## src/rtl/riscv_decode_pkg.sv

```systemverilog
// Shared RV32I decode constants and the mapped-address encoding used by the
// control ROM. Index 13 is deliberately left unused.
package riscv_decode_pkg;

  localparam logic [6:0] OPC_OP     = 7'b0110011;
  localparam logic [6:0] OPC_OPIMM  = 7'b0010011;
  localparam logic [6:0] OPC_LOAD   = 7'b0000011;
  localparam logic [6:0] OPC_STORE  = 7'b0100011;
  localparam logic [6:0] OPC_LUI    = 7'b0110111;
  localparam logic [6:0] OPC_AUIPC  = 7'b0010111;
  localparam logic [6:0] OPC_JAL    = 7'b1101111;
  localparam logic [6:0] OPC_JALR   = 7'b1100111;
  localparam logic [6:0] OPC_BRANCH = 7'b1100011;

  localparam logic [2:0] F3_ADD_SUB = 3'b000;
  localparam logic [2:0] F3_SLL     = 3'b001;
  localparam logic [2:0] F3_SLT     = 3'b010;
  localparam logic [2:0] F3_SLTU    = 3'b011;
  localparam logic [2:0] F3_XOR     = 3'b100;
  localparam logic [2:0] F3_SRL_SRA = 3'b101;
  localparam logic [2:0] F3_OR      = 3'b110;
  localparam logic [2:0] F3_AND     = 3'b111;

  localparam logic [6:0] F7_BASE = 7'b0000000;
  localparam logic [6:0] F7_ALT  = 7'b0100000;

  localparam logic [5:0] MA_NOP    = 6'd0;
  localparam logic [5:0] MA_BRANCH = 6'd0;
  localparam logic [5:0] MA_ADD    = 6'd1;
  localparam logic [5:0] MA_SUB    = 6'd2;
  localparam logic [5:0] MA_AND    = 6'd3;
  localparam logic [5:0] MA_OR     = 6'd4;
  localparam logic [5:0] MA_XOR    = 6'd5;
  localparam logic [5:0] MA_SLL    = 6'd6;
  localparam logic [5:0] MA_SRL    = 6'd7;
  localparam logic [5:0] MA_SRA    = 6'd8;
  localparam logic [5:0] MA_SLT    = 6'd9;
  localparam logic [5:0] MA_SLTU   = 6'd10;
  localparam logic [5:0] MA_LOAD   = 6'd11;
  localparam logic [5:0] MA_STORE  = 6'd12;
  localparam logic [5:0] MA_ADDI   = 6'd14;
  localparam logic [5:0] MA_SLTI   = 6'd15;
  localparam logic [5:0] MA_SLTIU  = 6'd16;
  localparam logic [5:0] MA_XORI   = 6'd17;
  localparam logic [5:0] MA_ORI    = 6'd18;
  localparam logic [5:0] MA_ANDI   = 6'd19;
  localparam logic [5:0] MA_SLLI   = 6'd20;
  localparam logic [5:0] MA_SRLI   = 6'd21;
  localparam logic [5:0] MA_SRAI   = 6'd22;
  localparam logic [5:0] MA_LUI    = 6'd23;
  localparam logic [5:0] MA_AUIPC  = 6'd24;
  localparam logic [5:0] MA_JAL    = 6'd25;
  localparam logic [5:0] MA_JALR   = 6'd26;

  typedef struct packed {
    logic [5:0] mapped_address;
    logic       illegal;
    logic       is_branch;
  } decode_t;

endpackage

```

## src/rtl/id_decode_stage_if.sv

```systemverilog
// Fetch-side and control-side signals of the decode stage.
interface id_decode_stage_if #(parameter int XLEN = 32);
  // Handshakes: a transfer happens on a rising edge where valid && ready;
  // the producer holds valid and payload stable until that edge.
  logic            in_valid;
  logic            in_ready;
  logic [XLEN-1:0] in_instr;
  logic [XLEN-1:0] in_pc;
  logic            out_valid;
  logic            out_ready;
  logic [5:0]      mapped_address;
  logic [4:0]      rd;
  logic [4:0]      rs1;
  logic [4:0]      rs2;
  logic [XLEN-1:0] out_instr;
  logic [XLEN-1:0] out_pc;
  logic            is_branch;
  logic            illegal;

  modport master (
    input  in_valid, in_instr, in_pc, out_ready,
    output in_ready, out_valid, mapped_address, rd, rs1, rs2,
           out_instr, out_pc, is_branch, illegal
  );

  modport slave (
    output in_valid, in_instr, in_pc, out_ready,
    input  in_ready, out_valid, mapped_address, rd, rs1, rs2,
           out_instr, out_pc, is_branch, illegal
  );
endinterface

```

## src/rtl/decode_mapper.sv

```systemverilog
// Combinational RV32I instruction to control-ROM index mapping.
module decode_mapper
  import riscv_decode_pkg::*;
(
    input  logic [31:0] instr,
    output logic [5:0]  mapped_address,
    output logic        illegal,
    output logic        is_branch
);

    logic [6:0] opcode;
    logic [2:0] funct3;
    logic [6:0] funct7;
    logic       unused_fields;

    assign opcode        = instr[6:0];
    assign funct3        = instr[14:12];
    assign funct7        = instr[31:25];
    assign unused_fields = ^{instr[24:15], instr[11:7]};

    always_comb begin
        mapped_address = MA_NOP;
        illegal        = 1'b0;
        is_branch      = 1'b0;
        unique case (opcode)
            OPC_OP: begin
                if (funct7 == F7_BASE) begin
                    unique case (funct3)
                        F3_ADD_SUB: mapped_address = MA_ADD;
                        F3_SLL:     mapped_address = MA_SLL;
                        F3_SLT:     mapped_address = MA_SLT;
                        F3_SLTU:    mapped_address = MA_SLTU;
                        F3_XOR:     mapped_address = MA_XOR;
                        F3_SRL_SRA: mapped_address = MA_SRL;
                        F3_OR:      mapped_address = MA_OR;
                        F3_AND:     mapped_address = MA_AND;
                        default:    illegal = 1'b1;
                    endcase
                end else if (funct7 == F7_ALT && funct3 == F3_ADD_SUB) begin
                    mapped_address = MA_SUB;
                end else if (funct7 == F7_ALT && funct3 == F3_SRL_SRA) begin
                    mapped_address = MA_SRA;
                end else begin
                    illegal = 1'b1;
                end
            end
            OPC_OPIMM: begin
                unique case (funct3)
                    F3_ADD_SUB: mapped_address = MA_ADDI;
                    F3_SLT:     mapped_address = MA_SLTI;
                    F3_SLTU:    mapped_address = MA_SLTIU;
                    F3_XOR:     mapped_address = MA_XORI;
                    F3_OR:      mapped_address = MA_ORI;
                    F3_AND:     mapped_address = MA_ANDI;
                    F3_SLL: begin
                        if (funct7 == F7_BASE) mapped_address = MA_SLLI;
                        else                   illegal = 1'b1;
                    end
                    F3_SRL_SRA: begin
                        // Shift-immediates reuse funct7 to pick logical vs arithmetic
                        if (funct7 == F7_BASE)     mapped_address = MA_SRLI;
                        else if (funct7 == F7_ALT) mapped_address = MA_SRAI;
                        else                       illegal = 1'b1;
                    end
                    default: illegal = 1'b1;
                endcase
            end
            OPC_LOAD:   mapped_address = MA_LOAD;
            OPC_STORE:  mapped_address = MA_STORE;
            OPC_LUI:    mapped_address = MA_LUI;
            OPC_AUIPC:  mapped_address = MA_AUIPC;
            OPC_JAL:    mapped_address = MA_JAL;
            OPC_JALR: begin
                if (funct3 == F3_ADD_SUB) mapped_address = MA_JALR;
                else                      illegal = 1'b1;
            end
            OPC_BRANCH: begin
                mapped_address = MA_BRANCH;
                is_branch      = 1'b1;
            end
            default: illegal = 1'b1;
        endcase
    end

endmodule

```

## src/rtl/id_decode_stage.sv

```systemverilog
// Registered decode stage: main + skid buffer between fetch and the control
// ROM, with all outputs and in_ready driven purely from registers.
module id_decode_stage
  import riscv_decode_pkg::*;
#(
    parameter int XLEN = 32
) (
    input  logic               clk,
    input  logic               rst_n,
    input  logic               flush,
    id_decode_stage_if.master  bus
);

    decode_t         in_dec;
    logic            in_fire;
    logic            out_fire;

    logic            main_valid;
    logic [XLEN-1:0] main_instr;
    logic [XLEN-1:0] main_pc;
    decode_t         main_dec;

    logic            skid_valid;
    logic [XLEN-1:0] skid_instr;
    logic [XLEN-1:0] skid_pc;
    decode_t         skid_dec;

    decode_mapper u_mapper (
        .instr          (bus.in_instr[31:0]),
        .mapped_address (in_dec.mapped_address),
        .illegal        (in_dec.illegal),
        .is_branch      (in_dec.is_branch)
    );

    assign bus.in_ready  = !skid_valid;
    assign in_fire       = bus.in_valid && !skid_valid;
    assign out_fire      = main_valid && bus.out_ready;

    always_ff @(posedge clk or negedge rst_n) begin
        if (!rst_n) begin
            main_valid <= 1'b0;
            main_instr <= '0;
            main_pc    <= '0;
            main_dec   <= '0;
            skid_valid <= 1'b0;
            skid_instr <= '0;
            skid_pc    <= '0;
            skid_dec   <= '0;
        end else if (flush) begin
            // Payload is left as-is; only the valids matter after a flush
            main_valid <= 1'b0;
            skid_valid <= 1'b0;
        end else if (out_fire) begin
            if (skid_valid) begin
                main_instr <= skid_instr;
                main_pc    <= skid_pc;
                main_dec   <= skid_dec;
                skid_valid <= 1'b0;
            end else if (in_fire) begin
                main_instr <= bus.in_instr;
                main_pc    <= bus.in_pc;
                main_dec   <= in_dec;
            end else begin
                main_valid <= 1'b0;
            end
        end else if (!main_valid) begin
            if (in_fire) begin
                main_valid <= 1'b1;
                main_instr <= bus.in_instr;
                main_pc    <= bus.in_pc;
                main_dec   <= in_dec;
            end
        end else if (in_fire) begin
            skid_valid <= 1'b1;
            skid_instr <= bus.in_instr;
            skid_pc    <= bus.in_pc;
            skid_dec   <= in_dec;
        end
    end

    assign bus.out_valid      = main_valid;
    assign bus.out_instr      = main_instr;
    assign bus.out_pc         = main_pc;
    assign bus.mapped_address = main_dec.mapped_address;
    assign bus.illegal        = main_dec.illegal;
    assign bus.is_branch      = main_dec.is_branch;
    assign bus.rd             = main_instr[11:7];
    assign bus.rs1            = main_instr[19:15];
    assign bus.rs2            = main_instr[24:20];

endmodule

```

## src/flat_wrapper.sv

```systemverilog
// flat-port wrapper written by rule: the top's interface ports become plain ports
module id_decode_stage_flat import riscv_decode_pkg::*;
#(
    parameter int XLEN = 32
)
  (clk, rst_n, flush, bus_in_valid, bus_in_instr, bus_in_pc, bus_out_ready, bus_in_ready, bus_out_valid, bus_mapped_address, bus_rd, bus_rs1, bus_rs2, bus_out_instr, bus_out_pc, bus_is_branch, bus_illegal);
  id_decode_stage_if #(.XLEN(XLEN)) bus_i ();
  input  logic clk;
  input  logic rst_n;
  input  logic flush;
  input wire logic [$bits(bus_i.in_valid)-1:0] bus_in_valid;
  input wire logic [$bits(bus_i.in_instr)-1:0] bus_in_instr;
  input wire logic [$bits(bus_i.in_pc)-1:0] bus_in_pc;
  input wire logic [$bits(bus_i.out_ready)-1:0] bus_out_ready;
  output wire logic [$bits(bus_i.in_ready)-1:0] bus_in_ready;
  output wire logic [$bits(bus_i.out_valid)-1:0] bus_out_valid;
  output wire logic [$bits(bus_i.mapped_address)-1:0] bus_mapped_address;
  output wire logic [$bits(bus_i.rd)-1:0] bus_rd;
  output wire logic [$bits(bus_i.rs1)-1:0] bus_rs1;
  output wire logic [$bits(bus_i.rs2)-1:0] bus_rs2;
  output wire logic [$bits(bus_i.out_instr)-1:0] bus_out_instr;
  output wire logic [$bits(bus_i.out_pc)-1:0] bus_out_pc;
  output wire logic [$bits(bus_i.is_branch)-1:0] bus_is_branch;
  output wire logic [$bits(bus_i.illegal)-1:0] bus_illegal;
  assign bus_i.in_valid = bus_in_valid;
  assign bus_i.in_instr = bus_in_instr;
  assign bus_i.in_pc = bus_in_pc;
  assign bus_i.out_ready = bus_out_ready;
  assign bus_in_ready = bus_i.in_ready;
  assign bus_out_valid = bus_i.out_valid;
  assign bus_mapped_address = bus_i.mapped_address;
  assign bus_rd = bus_i.rd;
  assign bus_rs1 = bus_i.rs1;
  assign bus_rs2 = bus_i.rs2;
  assign bus_out_instr = bus_i.out_instr;
  assign bus_out_pc = bus_i.out_pc;
  assign bus_is_branch = bus_i.is_branch;
  assign bus_illegal = bus_i.illegal;
  id_decode_stage #(.XLEN(XLEN)) u_core (.clk(clk), .rst_n(rst_n), .flush(flush), .bus(bus_i));
endmodule
```

## config.mk

```make
export PLATFORM = sky130hd
export DESIGN_NAME = id_decode_stage_flat
export DESIGN_NICKNAME = d
export VERILOG_FILES = /design/src/rtl/riscv_decode_pkg.sv /design/src/rtl/id_decode_stage_if.sv /design/src/rtl/decode_mapper.sv /design/src/rtl/id_decode_stage.sv /design/src/flat_wrapper.sv
export SDC_FILE = /design/constraint.sdc
export NUM_CORES = 1
export LEC_CHECK = 0
export CORE_ASPECT_RATIO = 0.75
export CORE_MARGIN = 5
export CORE_UTILIZATION = 55
export CTS_CLUSTER_DIAMETER = 200
export DETAILED_ROUTE_END_ITERATION = 16
export PLACE_DENSITY = 0.86
export SLEW_MARGIN = 10
export SYNTH_ARGS = -nofsm -noshare
export SYNTH_HDL_FRONTEND = slang
export SYNTH_HIERARCHICAL = 1
export SYNTH_SLANG_ARGS = --single-unit
```

## constraint.sdc

```tcl
create_clock -name clk -period 5.2 [get_ports clk]
set_input_delay 1.04 -clock clk [delete_from_list [all_inputs] [get_ports clk]]
set_output_delay 1.04 -clock clk [all_outputs]
set_load 0.05 [all_outputs]
```

* Word level (Yosys, flattened, before mapping)
Memory sizes are Yosys's and may differ from the RTL's. Cells that the tools add are included. Widths: inputs -> output; s select.
Operators by class: eq/ne operators 20, multiplexer cells 41, bitwise operators 2, reduce and logical (&&, ||, !) cells 14
Operators with widths (count):
- $mux 32 | 8
- $pmux 6 s8 | 2
- $mux 8 | 4
- $eq 7x6->1 const B | 4
- $eq 7x7->1 const B | 3
- $mux 5 | 4
- $mux 1 | 18
- $eq 7x5->1 const B | 2
- $eq 3x3->1 const B | 4
- $mux 4 | 2
- $eq 7x2->1 const B | 1
- $logic_not 7->1 | 1
- $eq 3x2->1 const B | 2
- $mux 6 | 1
- $ne 3x3->1 const B | 2
- $reduce_and 2->1 | 3
- $reduce_bool 3->1 | 2
- $reduce_or 6->1 | 1
- $logic_and 1x1->1 | 4
- $pmux 1 s4 | 1
- $reduce_and 4->1 | 1
- $eq 3x1->1 const B | 1
- $logic_not 3->1 | 1
- $ne 2x1->1 const B | 1
- 3 further kinds | 4
Storage, ports and cells: register bits after elaboration 146, ROM bits 32, bits of input ports 69, output and inout bits 89, logic and storage cells 90, memories kept 1
Memories:
- (name not given) | depth 8, width 4, read ports 1, clocked after Yosys merged registers in 0, wr ports 0, line decode_mapper.sv:28 | unique case (funct3)

* Logic depth before layout (Yosys ltp)
depth after elaboration 9, depth in mapped cells 7, depth with buffers taken out 6

* Modules after synthesis
Netlist, hierarchy kept.
Modules (own cells, without submodules):
- id_decode_stage | times used 1, cells each 502, area an instance 6476.2 um^2
- decode_mapper | times used 1, cells each 84, area an instance 501.7 um^2

* Least setup slack after synthesis
OpenSTA, ideal clock, no wires.
path kind input to register, start input port bus_in_instr[26], end register u_core.main_dec, in the netlist u_core/bus.illegal, setup time 0.129 ns, data arrival time 2.670 ns, setup slack 2.400 ns, stages on the path 6, path buffers 0, cells stage by stage or4_1 > nor3_1 > a21oi_1 > or4_1 > o32ai_1 > a21oi_1
RTL lines:
- from (decl) | line flat_wrapper.sv:12 | input wire logic [$bits(bus_i.in_instr)-1:0] bus_in_instr;
- to (signal assigned) | line id_decode_stage.sv:57 | main_dec <= skid_dec;
- to (signal assigned) | line id_decode_stage.sv:62 | main_dec <= in_dec;
- to (signal assigned) | line id_decode_stage.sv:71 | main_dec <= in_dec;
- to (decl) | line id_decode_stage.sv:21 | decode_t main_dec;

* Final worst setup path
start input port bus_in_valid, end register u_core.skid_instr[3]
On the way: cells in the longest elaborated chain, start to end 2
RTL lines:
- from (decl) | line flat_wrapper.sv:11 | input wire logic [$bits(bus_i.in_valid)-1:0] bus_in_valid;
- $logic_and 1x1->1 | line id_decode_stage.sv:36 | assign in_fire = bus.in_valid && !skid_valid;
- $reduce_and 4->1 (no line)
- to (signal assigned) | line id_decode_stage.sv:75 | skid_instr <= bus.in_instr;
- to (decl) | line id_decode_stage.sv:24 | logic [XLEN-1:0] skid_instr;
Every way passes these cells. A chain may end at the register's enable or synchronous reset.

==> run_results.csv <==
group,metric,value,unit
outcome,outcome,"finished clean",
pwr,p_leak,0.00412,uW
layout,nets,773,
sta,finalWorstSetupSlack,1.93,ns
sta,hold_viol,0,
synthesis,synth-main-ff-cell,"dfrtp_1",
synthesis,ys_seq_area_frac,0.524,
synthesis,synth_fp_nets,655,
floorplanning,initial_core_util,0.565,
synthesis,ys_top_cells_by_count,"dfrtp_1, a21oi_1, inv_1",
routing,wl,16800,microns
sta,skew,0.00755,ns
layout,drive_gt1_frac,0.162,
layout,syn_to_final_growth,27.9,%
floorplanning,io-pin-count,158,
worst_setup_path,worst_ep_arrival_time,3.56,ns
routing,drc,0,
cts,path_clk_slew,0.06,ns
sta,fmax,306,MHz
sta,maxSlewViolCount,0,
global_routing,grt_max_degree,120,
worst_setup_path,start_kind,"primary input",
sta,relSlewSlack,0.287,
routing,drt-initial-drc-count,522,
synthesis,synth_edf_count,0,
worst_setup_path,critPathSlowestCell,"buf_4",
synthesis,avgSynthCellArea,11.9,sq um
worst_setup_path,crit_chain,"clkdlybuf4s50_1 -> or3b_2 -> nand3b_4 -> buf_4 -> mux2_4",
worst_setup_path,slowest_delay,0.58,ns
floorplanning,fp.coreArea,12300,sq um
cts,clk_latency,0.41,ns
floorplanning,die_h,108,microns
routing,avgRoutedWirePerCell,19.1,microns
cts,post_cts_resized,0,
worst_setup_path,worstPathMaxFanout,45,
worst_setup_path,critical_path_buf_inv_count,2,
sta,worst_pin_slew,1.07,ns
synthesis,synth-seq-cells,146,
sta,rsz0062_at_grt,"no",
cts,cts_sinks,146,
sta,setup_viol,0,
flow_run,maxCapViolCount,0,
synthesis,syn-cell-area,6980,sq um
cts,post_cts_buffers,0,
floorplanning,fp-row-count,35,
layout,diodes,0,
synthesis,ys_warn_count,6,
synthesis,synth_top_area_share,0.524,
cts,cts_hold_buf,0,
cts,htree_levels,4,
sta,post-route-min-period,3.27,ns
global_routing,grt_use_total,0.226,
cts,clockBufferDepth,2,
routing,ant_nets,0,
pwr,power_density,440,nW/um^2
sta,setup_tns,0,ns
routing,vias,5175,
synthesis,yosysMostFrequentCell,"dfrtp_1",
placed_design,place.gp.congestion,0.881,
global_routing,grt_pass1_vias,5232,
placed_design,hpwl,10600,microns
pwr,ir_drop,0.000283,V
cts,tritoncts,"done",
placed_design,numPortBuffers,157,
synthesis,synthCells,586,
routing,drt_pass1_iterations,5,
placed_design,pre_cts_ws,1.52,ns
worst_setup_path,required,5.49,ns
min_path,hold_class,"reg -> reg",
cts,cts_made_buffers,17,
worst_setup_path,worstSetupPathType,"in -> reg",
global_routing,grt_pass1_wl,27300,microns
synthesis,async_flop_share,1.00,
global_routing,overflow,0,
global_routing,antenna_found_initial,0,
worst_setup_path,end_kind,"flip-flop",
synthesis,synthTopCellsByArea,"dfrtp_1, mux2_4, o32ai_1",
routing,via_per_inst,5.86,
sta,finalCritPeriodShare,0.629,
worst_setup_path,cp_top_family,"buffers and inverters",
layout,n_fill_cell,864,
synthesis,synth_cell_types,43,
floorplanning,die_area,15100,sq um
cts,cts-root-buf,"clkbuf_16",
floorplanning,die_w,140,microns
synthesis,synth_largest_area_cell,"dfrtp_1",
[report_power, final]
| group | leakage (uW) | switching (uW) | internal, uW |
|---|---|---|---|
| Combinational | 0.00217 | 728 | 523 |
| Clock | 0.000252 | 510 | 621 |
| Sequential | 0.00171 | 156 | 1390 |
| Total | 0.00412 | 1390 | 2530 |
[routing by layer]
layer / routed length (microns) / share of wire / track usage / up-vias
met3: 1260 / 0.075 / 0.0622 / 22
li1: - / - / - / 2343
met4: 147 / 0.0087 / 0.0581 / 0
met5: 0 / 0 / 0 / -
met2: 8160 / 0.48 / 0.361 / 230
met1: 7270 / 0.43 / 0.307 / 2580
[cell usage in the layout, fill, tap and decap left out, drive strengths merged, types with 2 or more instances in the layout]
cell type,n
nor2b,8
nor4,3
a311oi,2
clkdlybuf4s50,156
nand4,2
nor3,6
buf,7
o22ai,2
dfrtp,146
mux2,72
clkbuf,17
clkinv,2
a211oi,3
nor3b,3
a31oi,2
o32ai,73
a211o,3
or3,3
nand2,7
inv,82
nand2b,3
a21oi,78
clkinvlp,6
nand3,5
o21ai,2
nor2,6
or4,3
[final cells by class]
cell class / count / area (sq um) / share of cell area
sequential: 146 / 3650 / 0.409
multi-input combinational: 301 / 2620 / 0.293
timing repair buffer: 163 / 1620 / 0.181
clock buffer: 17 / 425 / 0.0477
inverter: 75 / 282 / 0.0315
tap: 166 / 208 / 0.0233
clock inverter: 15 / 123 / 0.0137
[flip-flops by register name, summed over array words and instances, names as in the netlist]
signal / cells
u_core/bus.illegal: 1
u_core/bus.is_branch: 1
u_core/bus.mapped_address: 6
u_core/bus.out_instr: 32
u_core/bus.out_pc: 32
u_core/bus.out_valid: 1
u_core/skid_dec: 8
u_core/skid_instr: 32
u_core/skid_pc: 32
u_core/skid_valid: 1
[through the flow]
stage | power (uW) | hold slack, ns | instance area [sq um] | std cells | utilization
2_1_floorplan | 2390 | 0.480 | 6980 | 586 | -
3_3_place_gp | 2770 | 0.490 | 8380 | 851 | 0.678
3_5_place_dp | 2800 | 0.493 | 8380 | 851 | 0.678
4_1_cts | 3950 | 0.512 | 8920 | 883 | 0.723
6_report | 3930 | 0.511 | 8920 | 883 | 0.723
5_1_grt | 4090 | 0.520 | 8920 | 883 | 0.723
[worst paths after layout]
kind | end | depth (start not counted) | startpoint | slack (ns)
max | u_core/skid_instr[3] | 5 | bus_in_valid | 1.93
min reg2reg | u_core/skid_dec[6] | 1 | u_core/skid_dec[6] | 0.51
max in group asynchronous | u_core/skid_pc[10] | 2 | rst_n | 3.39
min | u_core/skid_dec[6] | 1 | u_core/skid_dec[6] | 0.51
min in group asynchronous | u_core/bus.out_instr[28] | 1 | rst_n | 0.76
max reg2reg | u_core/skid_instr[3] | 4 | u_core/skid_valid | 2.58
[logic make-up after synthesis]
group                  Yosys count  synth area share
DFF                            146             0.524
other                            1          0.000537
muxes                           73             0.155
AOI/OAI and AO/OA              171             0.170
buffers and inverters          139             0.103
and+or+nand+nor                 56            0.0482
Power figures use the tool's default switching activity.
